[src/rtl/inst_fetcher.sv]
// Instruction fetch front end: walks a fetch PC, runs one memory word fetch at a time,
// and queues returned words with their PCs for the decoder, with redirect flushing.
module inst_fetcher #(
    parameter int          QUEUE_ADDR_W = 2,
    parameter logic [31:0] RESET_PC     = 32'h0
) (
    input  logic        clk_in,
    input  logic        rst_in,
    input  logic        rdy_in,
    output logic        ifetch_req,
    output logic [31:0] ifetch_addr,
    input  logic        ifetch_done,
    input  logic [31:0] ifetch_data,
    input  logic        jump_en,
    input  logic [31:0] jump_pc,
    output logic        inst_valid,
    output logic [31:0] inst_out,
    output logic [31:0] inst_pc,
    input  logic        inst_ready
);

    localparam int DEPTH = 2 ** QUEUE_ADDR_W;
    localparam logic [QUEUE_ADDR_W:0] DEPTH_CNT = (QUEUE_ADDR_W + 1)'(DEPTH);

    typedef enum logic [1:0] {
        IDLE,
        WAIT,
        DISCARD
    } state_t;

    state_t                  state;
    logic [31:0]             fetch_pc;
    logic [31:0]             word_mem [DEPTH];
    logic [31:0]             pc_mem   [DEPTH];
    logic [QUEUE_ADDR_W-1:0] head;
    logic [QUEUE_ADDR_W-1:0] tail;
    logic [QUEUE_ADDR_W:0]   count;
    logic                    push;
    logic                    pop;
    logic [31:0]             jump_target;

    assign jump_target = {jump_pc[31:2], 2'b00};
    assign push        = rdy_in & ~jump_en & (state == WAIT) & ifetch_done;
    assign inst_valid  = (count != '0) & ~jump_en;
    assign pop         = inst_valid & inst_ready & rdy_in;
    assign inst_out    = word_mem[head];
    assign inst_pc     = pc_mem[head];

    // A new request only starts when a slot is free now, so the single
    // outstanding word always has room when it returns.
    always_ff @(posedge clk_in) begin
        if (rst_in) begin
            state       <= IDLE;
            fetch_pc    <= RESET_PC;
            ifetch_req  <= 1'b0;
            ifetch_addr <= '0;
        end else if (rdy_in) begin
            if (jump_en) begin
                fetch_pc <= jump_target;
            end
            case (state)
                IDLE: begin
                    if (!jump_en && count < DEPTH_CNT) begin
                        state       <= WAIT;
                        ifetch_req  <= 1'b1;
                        ifetch_addr <= fetch_pc;
                    end
                end
                WAIT: begin
                    if (ifetch_done) begin
                        state      <= IDLE;
                        ifetch_req <= 1'b0;
                        if (!jump_en) begin
                            fetch_pc <= fetch_pc + 32'd4;
                        end
                    end else if (jump_en) begin
                        state      <= DISCARD;
                        ifetch_req <= 1'b0;
                    end
                end
                DISCARD: begin
                    if (ifetch_done) begin
                        state <= IDLE;
                    end
                end
                default: begin
                    state      <= IDLE;
                    ifetch_req <= 1'b0;
                end
            endcase
        end
    end

    // Entry storage is cleared on reset so the head reads as zero until the first push.
    always_ff @(posedge clk_in) begin
        if (rst_in) begin
            head  <= '0;
            tail  <= '0;
            count <= '0;
            for (int i = 0; i < DEPTH; i++) begin
                word_mem[i] <= '0;
                pc_mem[i]   <= '0;
            end
        end else if (rdy_in) begin
            if (jump_en) begin
                head  <= '0;
                tail  <= '0;
                count <= '0;
            end else begin
                if (push) begin
                    word_mem[tail] <= ifetch_data;
                    pc_mem[tail]   <= fetch_pc;
                    tail           <= tail + 1'b1;
                end
                if (pop) begin
                    head <= head + 1'b1;
                end
                case ({push, pop})
                    2'b10:   count <= count + 1'b1;
                    2'b01:   count <= count - 1'b1;
                    default: count <= count;
                endcase
            end
        end
    end

endmodule
[config.mk]
export PLATFORM = sky130hd
export DESIGN_NAME = inst_fetcher
export DESIGN_NICKNAME = d
export VERILOG_FILES = /design/src/rtl/inst_fetcher.sv
export SDC_FILE = /design/constraint.sdc
export NUM_CORES = 1
export LEC_CHECK = 0
export CORE_MARGIN = 2
export CORE_UTILIZATION = 25
export DETAILED_ROUTE_END_ITERATION = 8
export GPL_TIMING_DRIVEN = 0
export PLACE_DENSITY_LB_ADDON = 0.15
export SETUP_SLACK_MARGIN = 0.4
export SLEW_MARGIN = 20
export SYNTH_ARGS = -nofsm -noshare
export SYNTH_HDL_FRONTEND = slang
export SYNTH_SLANG_ARGS = --single-unit
[constraint.sdc]
create_clock -name clk_in -period 10.4 [get_ports clk_in]
set_input_delay 3.12 -clock clk_in [delete_from_list [all_inputs] [get_ports clk_in]]
set_output_delay 3.12 -clock clk_in [all_outputs]
set_load 0.02 [all_outputs]
==> impl_metrics.env, run 1 <==
export IMPL_post_cts_buffers=0
export IMPL_route_detailed_drc=0
export IMPL_port_buffers=165
export IMPL_hold_violations=0
export IMPL_critical_path_class="in -> out"
export IMPL_outcome="completed"
export IMPL_start_util=0.254
export IMPL_worst_pin_slew_ps=1040
export IMPL_ys_warn_count=0
export IMPL_r2r_start="state[1]"
export IMPL_diodes=0
export IMPL_drive_above_1_share=0.114
export IMPL_cts_tree="built"
export IMPL_drt_wirelength_per_cell_um=21.4
export IMPL_finClkSkew_ps=25.4
export IMPL_rr_endpoint="pc_mem[0][30]"
export IMPL_cts_repair_resized=0
export IMPL_syn_area_um2=14400
export IMPL_synth_seq_cells=332
export IMPL_p_sw_uw=696
export IMPL_gp_congestion=0.839
export IMPL_synthCells=1165
export IMPL_cp_max_fo=10
export IMPL_fmax_mhz=114
export IMPL_cp_arrival_ps=5630
export IMPL_grt_pass1_vias=10300
export IMPL_slew_violations=0
export IMPL_synth_distinct_cells=53
export IMPL_cts_buffers=40
export IMPL_die_width_um=244
export IMPL_ioPinCount=168
export IMPL_nNetsFinal=1462
export IMPL_avgSynthCellArea_um2=12.3
export IMPL_p_int_mw=2.36
export IMPL_p_seq_frac=0.488
export IMPL_powerDensity_nw_per_um2=163
export IMPL_clock_latency_ps=550
export IMPL_hold_buffers=0
export IMPL_wirelength_um=46500
export IMPL_clkPwrFrac=0.441
export IMPL_vdd_drop_max_v=0.0000919
export IMPL_cp_data_required_time_ps=7280
export IMPL_synth_edff_count=256
export IMPL_async_flop_share=0
export IMPL_grt_pass1_wl_um=68800
export IMPL_core_area_um2=56600
export IMPL_slew_headroom=0.304
export IMPL_hold_end="ifetch_addr[7]"
export IMPL_die_h_um=244
export IMPL_fin_util=0.331
export IMPL_rsz0062_at_grt="no"
export IMPL_drtAntennaViolNets=0
export IMPL_swShare=0.227
export IMPL_maxCapViolations=0
export IMPL_htreeDepth=2
export IMPL_rrSetupSlack_ps=7170
export IMPL_synth_simple_area_share=0.148
export IMPL_gr_total_overflow=0
export IMPL_area_growth_pct=30.4
export IMPL_dp_hpwl_um=31500
export IMPL_syn_nets=1237
export IMPL_layout_min_cycle_time_ps=8750
export IMPL_seq_area_frac_synth=0.641
export IMPL_antenna_found_initial=1
export IMPL_root_buffer="clkbuf_16"
export IMPL_synth_compound_area_frac=0.0635
export IMPL_setup_viol=0
export IMPL_drtPass1Iterations=5
export IMPL_rr_worst_depth=7
export IMPL_vias=10000
export IMPL_hold_ws_ps=456
export IMPL_muxShareOfSynthArea=0.103
export IMPL_grt_max_degree=18
export IMPL_drt_iter0_drc=710
export IMPL_synth_top_family_by_area="simple AND/OR/NAND/NOR gates"
export IMPL_power_leakage_nw=6.73
export IMPL_fp_dieArea_um2=59400
export IMPL_grt_use_total=0.157
export IMPL_hold_path_depth=2
export IMPL_synth_fa_ha_area_frac=0.00226
export IMPL_synthFlopType="edfxtp_1"
export IMPL_viasPerCell=4.61
export IMPL_hp_class="reg -> reg"
export IMPL_finalCritPeriodShare=0.842
export IMPL_end_kind="output port"
export IMPL_comb_power_share=0.072
export IMPL_num_rows=87
export IMPL_cts_sinks=332
export IMPL_hp_start="ifetch_addr[7]"
export IMPL_synthXorXnorAreaFrac=0
export IMPL_clockBufferDepth=3
export IMPL_cp_start_kind="input port"
export IMPL_path_clk_slew_ps=60
cells by family (layout without fill, tap and decap cells):
kind of cell    count (synthesis)  count (layout)
mux                            68              68
fa+ha+maj                       2               2
simple gates                  460             460
compound gates                146             146
buf+inv                       157             412
flops                         332             332
through the flow:
step                      setup TNS [ps]  area (um^2)  std cells  total power [mW]  setup slack (ps)
after global placement          -1205100        17000       2086              1.74             -4970
after CTS                              0        18700       2176              3.11              1690
after floorplan                        0        14400       1165              1.61              1630
final                                  0        18700       2176              3.06              1650
after global routing                   0        18700       2176              3.17              1590
after detailed placement               0        17500       2104              1.74              1710
sequential cells by signal, summed over array words and instances (netlist names), named ones only:
name / count
word_mem: 128
state: 2
head: 2
fetch_pc: 32
ifetch_req: 1
pc_mem: 128
ifetch_addr: 32
tail: 2
count: 3
how the worst max path moves through the flow:
stage / from / endpoint / slack [ps] / depth (start not counted)
2_1_floorplan: rdy_in / pc_mem[0][0] / 1630 / 4
3_3_place_gp: rdy_in / pc_mem[3][18] / -4970 / 5
3_5_place_dp: jump_en / inst_valid / 1710 / 6
4_1_cts: jump_en / inst_valid / 1690 / 6
5_1_grt: jump_en / inst_valid / 1590 / 6
6_report: jump_en / inst_valid / 1650 / 6
synthesized netlist by cell type, types with 6 or more instances:
cell      count  area share
mux4_2       64        0.10
or3_1         8      0.0035
a31oi_1      13      0.0057
nand2_1     155       0.041
buf_1         9      0.0024
o211ai_1      7      0.0037
dfxtp_1      76        0.11
clkbuf_1     72       0.019
a21oi_1      54       0.019
and3_1        6      0.0026
nor3_1       10      0.0035
nor2_1      152       0.040
o21ai_0      22      0.0077
inv_1        71       0.019
edfxtp_1    256        0.54
nand4_1      10      0.0044
a22oi_1      13      0.0068
nand2b_1      6      0.0026
and2_1       63       0.027
nor4_1        8      0.0035
or4_1         7      0.0037
nand3_1      19      0.0066
a211oi_1      7      0.0037
area by class of cell:
cell class                      instances  area (um^2)
Sequential cell                       332         9210
Timing Repair Buffer                  183         2100
Fill cell                            5770        37900
Buffer                                 86          332
Inverter                               71          267
Clock inverter                         11         72.6
Tap cell                              756          946
Multi-Input combinational cell        676         4630
Clock buffer                           61         1170
critical path, stage by stage:
cell and delay [ps]:
clkdlybuf4s50_1 540, inv_1 120, clkbuf_1 500, clkbuf_1 460, and2_1 270, clkdlybuf4s50_1 620
layer usage:
| layer | GRT usage | vias up | share of wire |
|---|---|---|---|
| li1 | - | 4672 | - |
| met1 | 0.210 | 4966 | 0.45 |
| met2 | 0.258 | 314 | 0.48 |
| met3 | 0.0333 | 68 | 0.055 |
| met4 | 0.0371 | 2 | 0.020 |
| met5 | 0 | - | 0.00028 |
power by group through the flow:
stage | registers [mW] | logic (mW) | clock network [mW]
4_1_cts | 1.49 | 0.224 | 1.39
2_1_floorplan | 1.52 | 0.0911 | 0
6_report | 1.49 | 0.220 | 1.35
5_1_grt | 1.49 | 0.236 | 1.44
3_5_place_dp | 1.52 | 0.223 | 0
3_3_place_gp | 1.54 | 0.200 | 0
placed cells by master, fill, tap and decap left out, types with 14 or more instances in the layout:
cell / count
a21oi_1: 54
and2_1: 63
buf_16: 14
clkbuf_1: 86
clkbuf_16: 42
clkdlybuf4s50_1: 165
dfxtp_1: 76
edfxtp_1: 256
inv_1: 71
mux4_2: 64
nand2_1: 155
nand3_1: 19
nor2_1: 151
o21ai_0: 18
Note: power is estimated with default switching activity, not from simulation.
==> run 2, diff against run 1 <==
==> constraint.sdc (replaced) <==
create_clock -name clk_in -period 9.04 [get_ports clk_in]
set_input_delay 2.712 -clock clk_in [delete_from_list [all_inputs] [get_ports clk_in]]
set_output_delay 2.712 -clock clk_in [all_outputs]
set_load 0.02 [all_outputs]
==> results of run 2 <==
Same layout as run 1 (identical final DEF). Status: completed.
Main changes from that run: setup slack after placement 1710 ps -> 1160 ps; setup slack after layout 1650 ps -> 1100 ps; register-to-register setup slack 7170 ps -> 5810 ps; total power 3.06 mW -> 3.52 mW; worst IR drop on VDD 0.0000919 V -> 0.000106 V
